**src/rtl/filter_pkg.sv**
```systemverilog
// filter_pkg: shared definitions for the filter controller.
// Holds the controller state encoding, the maximum filter size and the
// row/col counter width used by filter_ctrl and filter_scan_cnt.
package filter_pkg;

  localparam int unsigned FILT_SIZE_MAX = 4;
  localparam int unsigned CNT_W         = 2;

  typedef enum logic [2:0] {
    S_IDLE      = 3'd0,
    S_LOAD_REQ  = 3'd1,
    S_LOAD_WAIT = 3'd2,
    S_SCAN      = 3'd3,
    S_DONE      = 3'd4
  } state_t;

  // Highest legal row/col index for a given filter size.
  function automatic logic [CNT_W-1:0] size_max_idx(input int unsigned size);
    return CNT_W'(size - 1);
  endfunction

endpackage

```
**src/rtl/filter_scan_cnt.sv**
```systemverilog
// filter_scan_cnt: row/col counter pair for the filter controller.
// i_row_inc steps only the row (used while loading rows); i_en steps the
// row-major scan (col first, wrapping into the next row). Both wrap the row
// back to 0 after the last row so the next phase starts from (0,0).
module filter_scan_cnt
  import filter_pkg::*;
#(
  parameter int unsigned SIZE = 4
) (
  input  logic             clk,
  input  logic             i_rst_n,
  input  logic             i_clear,
  input  logic             i_row_inc,
  input  logic             i_en,
  output logic [CNT_W-1:0] o_row,
  output logic [CNT_W-1:0] o_col,
  output logic             o_row_wrap,
  output logic             o_last
);

  localparam logic [CNT_W-1:0] LAST_IDX = size_max_idx(SIZE);

  logic [CNT_W-1:0] r_row;
  logic [CNT_W-1:0] r_col;
  logic             w_col_wrap;

  assign w_col_wrap = (r_col == LAST_IDX);
  assign o_row_wrap = (r_row == LAST_IDX);
  assign o_last     = o_row_wrap && w_col_wrap;
  assign o_row      = r_row;
  assign o_col      = r_col;

  // Counter update: clear has priority, then row-only step, then scan step.
  always_ff @(posedge clk or negedge i_rst_n) begin
    if (!i_rst_n) begin
      r_row <= '0;
      r_col <= '0;
    end else if (i_clear) begin
      r_row <= '0;
      r_col <= '0;
    end else if (i_row_inc) begin
      r_row <= o_row_wrap ? '0 : r_row + CNT_W'(1);
    end else if (i_en) begin
      if (w_col_wrap) begin
        r_col <= '0;
        r_row <= o_row_wrap ? '0 : r_row + CNT_W'(1);
      end else begin
        r_col <= r_col + CNT_W'(1);
      end
    end
  end

endmodule

```
**src/rtl/filter_ctrl.sv**
```systemverilog
// filter_ctrl: loads FILT_SIZE row words of a filter from memory into the
// filter buffer, then scans the buffer row-major to a consumer.
// Optional feature macro FILTER_CTRL_REUSE_EN: start with reuse=1 skips the
// load and scans the buffer contents already present.
//
// Handshake: an element transfers on a cycle where elem_valid and elem_ready
// are both high; elem_valid stays high and fb_row/fb_col hold until then.
// mem_rd is a single-cycle request; mem_valid is accepted only in LOAD_WAIT.
module filter_ctrl
  import filter_pkg::*;
#(
  parameter int unsigned FILT_SIZE = 4,
  parameter int unsigned ADDR_W    = 16
) (
  input  logic              clk,
  input  logic              rst,
  input  logic              start,
  input  logic              reuse,
  input  logic [ADDR_W-1:0] base_addr,
  output logic              busy,
  output logic              done,
  output logic              mem_rd,
  output logic [ADDR_W-1:0] mem_addr,
  input  logic              mem_valid,
  output logic              fb_ld,
  output logic [1:0]        fb_row,
  output logic [1:0]        fb_col,
  output logic              elem_valid,
  input  logic              elem_ready,
  output logic              elem_last,
  output state_t            dbg_state
);

  state_t            r_state;
  state_t            w_next;
  logic [ADDR_W-1:0] r_base;

  logic              w_clear;
  logic              w_row_inc;
  logic              w_scan_en;
  logic              w_reuse_go;
  logic [CNT_W-1:0]  w_row;
  logic [CNT_W-1:0]  w_col;
  logic              w_row_wrap;
  logic              w_last;

`ifdef FILTER_CTRL_REUSE_EN
  assign w_reuse_go = reuse;
`else
  // Without the reuse feature every start performs a full load.
  assign w_reuse_go = reuse & 1'b0;
`endif

  filter_scan_cnt #(
    .SIZE (FILT_SIZE)
  ) u_cnt (
    .clk        (clk),
    .i_rst_n    (rst),
    .i_clear    (w_clear),
    .i_row_inc  (w_row_inc),
    .i_en       (w_scan_en),
    .o_row      (w_row),
    .o_col      (w_col),
    .o_row_wrap (w_row_wrap),
    .o_last     (w_last)
  );

  // State register.
  always_ff @(posedge clk or negedge rst) begin
    if (!rst) r_state <= S_IDLE;
    else      r_state <= w_next;
  end

  // Base address is captured only when a start is accepted in IDLE.
  always_ff @(posedge clk or negedge rst) begin
    if (!rst)                             r_base <= '0;
    else if (r_state == S_IDLE && start)  r_base <= base_addr;
  end

  // Next-state and output decode.
  always_comb begin
    w_next     = r_state;
    w_clear    = 1'b0;
    w_row_inc  = 1'b0;
    w_scan_en  = 1'b0;
    mem_rd     = 1'b0;
    fb_ld      = 1'b0;
    elem_valid = 1'b0;
    elem_last  = 1'b0;
    done       = 1'b0;
    case (r_state)
      S_IDLE: begin
        if (start) begin
          w_clear = 1'b1;
          w_next  = w_reuse_go ? S_SCAN : S_LOAD_REQ;
        end
      end
      S_LOAD_REQ: begin
        mem_rd = 1'b1;
        w_next = S_LOAD_WAIT;
      end
      S_LOAD_WAIT: begin
        if (mem_valid) begin
          fb_ld     = 1'b1;
          w_row_inc = 1'b1;
          w_next    = w_row_wrap ? S_SCAN : S_LOAD_REQ;
        end
      end
      S_SCAN: begin
        elem_valid = 1'b1;
        elem_last  = w_last;
        if (elem_ready) begin
          w_scan_en = 1'b1;
          if (w_last) w_next = S_DONE;
        end
      end
      S_DONE: begin
        done   = 1'b1;
        w_next = S_IDLE;
      end
      default: w_next = S_IDLE;
    endcase
  end

  assign busy      = (r_state != S_IDLE);
  assign mem_addr  = mem_rd ? (r_base + ADDR_W'(w_row)) : '0;
  assign fb_row    = w_row;
  assign fb_col    = w_col;
  assign dbg_state = r_state;

endmodule
```
**config.mk**
```make
export PLATFORM = sky130hd
export DESIGN_NAME = filter_ctrl
export DESIGN_NICKNAME = d
export VERILOG_FILES = /design/src/rtl/filter_pkg.sv /design/src/rtl/filter_scan_cnt.sv /design/src/rtl/filter_ctrl.sv
export SDC_FILE = /design/constraint.sdc
export NUM_CORES = 1
export LEC_CHECK = 0
export ABC_CLOCK_PERIOD_IN_PS = 6400
export CAP_MARGIN = 20
export CORE_MARGIN = 1.5
export CORE_UTILIZATION = 47
export CTS_CLUSTER_DIAMETER = 150
export CTS_CLUSTER_SIZE = 20
export DETAILED_ROUTE_END_ITERATION = 8
export HOLD_SLACK_MARGIN = 0.05
export PLACE_DENSITY_LB_ADDON = 0.25
export SLEW_MARGIN = 40
export SYNTH_ARGS = -nofsm -noshare
export SYNTH_HDL_FRONTEND = slang
export SYNTH_HIERARCHICAL = 1
export SYNTH_SLANG_ARGS = --single-unit
```
**constraint.sdc**
```tcl
create_clock -name clk -period 6.4 [get_ports clk]
set_input_delay 1.6 -clock clk [delete_from_list [all_inputs] [get_ports clk]]
set_output_delay 1.6 -clock clk [all_outputs]
set_load 0.02 [all_outputs]
```
After elaboration in Yosys (flattened, before gate mapping) --
Index checks and enable logic that the tools add are counted. W data, S select, Z words.
Storage, ports and cells: register bits after elaboration 23, word-level logic and storage cells 54
Operators by class: $add $sub $neg 3, equal/unequal tests 11, muxes and demuxes 26, reductions and logical operators 10
Operators by type and width (count):
- $mux W2 | 10
- $add A16 B2 Y16 | 1
- $mux W16 | 1
- $mux W3 | 4
- $pmux W3 S4 | 1
- $mux W1 | 10
- $reduce_bool A3 Y1 | 3
- $ne A2 B2 Y1 const B | 4
- $eq A3 B2 Y1 const B | 2
- $add A2 B1 Y2 const B | 2
- $eq A2 B2 Y1 const B | 2
- $reduce_and A2 Y1 | 2
- $reduce_and A4 Y1 | 1
- $eq A3 B1 Y1 const B | 1
- $eq A3 B3 Y1 const B | 1
- $logic_not A3 Y1 | 1
- $logic_and A1 B1 Y1 | 2
- $ne A2 B1 Y1 const B | 1
- $reduce_bool A2 Y1 | 1

Depth between registers and ports, before layout --
depth in word-level cells 6, gate-level depth with buffers 6, mapped depth without buffers 6

Hierarchy --
Netlist, hierarchy kept.
Modules (own cells, without submodules):
- filter_ctrl | times used 1, cells an instance 124, area an instance 1167.4 um^2, seq. area each 475.5 um^2
- filter_scan_cnt | times used 1, cells an instance 19, area an instance 200.2 um^2, seq. area each 100.1 um^2

Least setup slack after synthesis --
Ideal clock, no wire load.
path kind input-to-output, start point in mem_valid, end point out fb_ld, arrival time 2197 ps, required time 4800 ps, setup slack 2603 ps, stages on the path 2, path buffers 0, path through nand2_1 -> nor3_1
Between the ends: cells in the longest elaborated chain, start to end 2
Ends and longest elaborated chain:
- from (decl) | RTL line filter_ctrl.sv:24 | input logic mem_valid,
- $mux W1 | RTL line filter_ctrl.sv:103 | if (mem_valid) begin
- $mux W1 | RTL line filter_ctrl.sv:91 | case (r_state)
- to (decl) | RTL line filter_ctrl.sv:25 | output logic fb_ld,
No other way between the ends.

Worst setup path in the final report --
Ends and elaborated chain as after synthesis.

==> flow_metrics.tcl <==
set metrics [dict create \
    status "complete, no violations" \
    cts_buffer_depth 2 \
    yosysSeqAreaShare 0.4209 \
    slew_violations 0 \
    required_ns 4.80 \
    cts.sinks 23 \
    io_pins 51 \
    min_to "r_base[0]$_DFFE_PN0P_" \
    dpl.hpwl_mm 2.382 \
    vias_per_cell 5.587 \
    whs_ns 0.5298 \
    cap_violations 0 \
    fin_util 0.6919 \
    use_met3 0.04535 \
    worstMarginPinSlew_ns 0.5706 \
    core-area_um2 2758 \
    netlist_area_um2 1368 \
    setup_tns_ns 0 \
    synthDistinctLibCells 33 \
    slew_headroom 0.6187 \
    skew_ns 0.01388 \
    vias 1246 \
    start_util 0.4959 \
    cp_max_fo 3 \
    root_buffer "clkbuf_4" \
    grt_pass1_vias 1210 \
    grt_max_degree 25 \
    insertion_delay_ns 0.32 \
    drive_above_1_share 0.1094 \
    area_growth_pct 39.52 \
    synthCells 143 \
    clkPwrFrac 0.084 \
    r2r_setup_slack_ns 4.52 \
    critPathLaunchType "input pin" \
    syn_nets 170 \
    whs_path_depth 1 \
    h-tree-depth 1 \
    worstSetupPathType "input pin to primary output" \
    wirelength_mm 3.242 \
    reg2reg_from "dbg_state[0]$_DFFE_PN0P_" \
    cts_buffers 3 \
    critPathMaxStageDelay_ns 0.67 \
    nets 220 \
    die_area_um2 3242 \
    critPathSlowestCell "clkdlybuf4s50_1" \
    power_leakage_nw 0.7909 \
    use_met2 0.3662 \
    worstHoldStart "r_base[0]$_DFFE_PN0P_" \
    hp-class "flop to flop" \
    hold_viol 0 \
    ys_warn_count 6 \
    cts_tree "yes" \
    cts_setup_buffers 0 \
    place.gp.congestion 0.8148 \
    grt_pass1_wl_mm 5.423 \
    gr-usage-met1 0.2640 \
    fmax_mhz 213.2 \
    path_clk_slew_ns 0.12 \
    antenna_found_initial 0 \
    post_drt_wl_per_cell_um 14.54 \
    first_iter_violations 37 \
    remaining_drc_errors 0 \
    r2r-end "r_base[14]$_DFFE_PN0P_" \
    fill_cells 225 \
    overflow 0 \
    p_int_w 0.0004702 \
    swShare 0.4420 \
    dieWidth_um 56.94 \
    worstSetupEndpointType "primary output" \
    finalSetupViolations 0 \
    r2r_cells 3 \
    hold_buffers 0 \
    dr.pass1.iters 4 \
    ctsResizeCount 0 \
    ant_nets 0 \
    port_buffers 49 \
    final.min_clock_period_ns 4.691 \
    vdd_drop_max_v 0.0002835 \
    power_switching_w 0.0003725 \
    synth_seq_cells 23 \
    critPathArrivalTime_ns 3.09 \
    period_share 0.7330 \
    num_rows 19 \
    die_y_um 56.94 \
    power_frac_comb 0.564 \
    cp_cell_sequence "clkdlybuf4s50_1 -> nand2_1 -> nor3_1 -> clkdlybuf4s50_1" \
    grtUsageTotal 0.2132 \
    powerDensity_nw_per_um2 441.6 \
    grt_busiest_layer "met2" \
    grt_setup_unrepaired "no" \
    n_antenna_cell 0 \
    p_seq_frac 0.352 \
    syn_avg_cell_area_um2 9.563 \
    crit_top_cell "clkdlybuf4s50_1" \
    power_w 0.0008427 \
]
flip-flops by register name, indices dropped and copies added, names as in the netlist:
| name | cells |
|---|---|
| r_base | 16 |
| u_cnt/o_row | 2 |
| u_cnt/o_col | 2 |
| dbg_state | 3 |
power by group through the flow:
stage	registers [W]	clock network, W	logic [W]
detailed placement	0.000298	0	0.000474
floorplan	0.000294	0	0.000280
CTS	0.000295	0.0000726	0.000479
global route	0.000308	0.0000786	0.000520
finish	0.000297	0.0000711	0.000475
global placement	0.000290	0	0.000462
layout by cell type (no fill, tap or decap), types with 5 or more instances in the layout:
cell type        count
dfrtp_1             23
and2_1               6
clkdlybuf4s50_1     48
nand2_1             13
a21oi_1              9
o21ai_0              8
or3_1                5
mux2_2              12
nor2_1              13
xnor2_1              6
inv_1                7
logic make-up (layout without fill, tap and decap cells):
kind of cell | Yosys count | count (layout) | synth area share
mux | 14 | 14 | 0.1135
simple gates | 59 | 59 | 0.2351
fa+ha+maj | 5 | 5 | 0.05124
compound gates | 22 | 22 | 0.08966
xor+xnor | 9 | 9 | 0.05764
flops | 23 | 23 | 0.4209
buf+inv | 11 | 60 | 0.03203
critical path, delay by kind of cell:
| family | cells | cell delay (ns) |
|---|---|---|
| buffers and inverters | 2 | 1.15 |
| and+or+nand+nor | 2 | 0.34 |
how the worst max path moves through the flow:
stage / endpoint / depth (start not counted) / from / slack [ns]
2_1_floorplan: fb_ld / 2 / mem_valid / 2.60
3_3_place_gp: fb_ld / 4 / mem_valid / 1.73
3_5_place_dp: fb_ld / 4 / mem_valid / 1.70
4_1_cts: fb_ld / 4 / mem_valid / 1.69
5_1_grt: fb_ld / 4 / mem_valid / 1.58
6_report: fb_ld / 4 / mem_valid / 1.71
layer usage:
| layer | routed length, um | vias up |
|---|---|---|
| li1 | - | 596 |
| met1 | 1318 | 592 |
| met2 | 1664 | 49 |
| met3 | 204 | 9 |
| met4 | 55 | 0 |
| met5 | 0 | - |
final cells by class:
cell class	instances	area, um2	area share
multi-input combinational	109	755.7	0.3961
timing repair buffer	49	485.5	0.2544
inverter	7	26.28	0.01377
clock buffer	4	26.28	0.01377
sequential	23	575.6	0.3016
tap	31	38.79	0.02033
per-stage QoR:
stage	instances	instance area [um2]	worst slack (ns)
CTS	223	1908	1.691
global placement	219	1882	1.726
floorplan	143	1368	2.603
detailed placement	219	1882	1.697
finish	223	1908	1.709
global route	223	1908	1.580
Yosys cell counts:
master,n,share of area
nor4_1,1,0.0046
clkbuf_1,2,0.0055
and3b_1,1,0.0064
or3b_2,1,0.0064
nand4b_1,1,0.0064
fa_1,1,0.015
nor2_1,14,0.038
or4_1,2,0.011
a21oi_1,9,0.033
a21o_1,1,0.0055
mux2i_1,2,0.015
nor3b_1,1,0.0055
nand2_1,13,0.036
and2_1,6,0.027
buf_2,2,0.0073
o21ai_0,8,0.029
or3_1,5,0.023
xnor2_1,6,0.038
nand4_1,4,0.018
o31ai_1,2,0.011
nand3_1,1,0.0037
and3_1,2,0.0091
nand2b_1,2,0.0091
nor3_1,2,0.0073
a21boi_0,2,0.011
ha_1,4,0.037
nand4_2,1,0.0091
inv_1,7,0.019
xor2_1,3,0.019
or4_4,1,0.0082
dfrtp_1,23,0.42
and3_2,1,0.0055
mux2_2,12,0.099
Power figures use the tool's default switching activity.
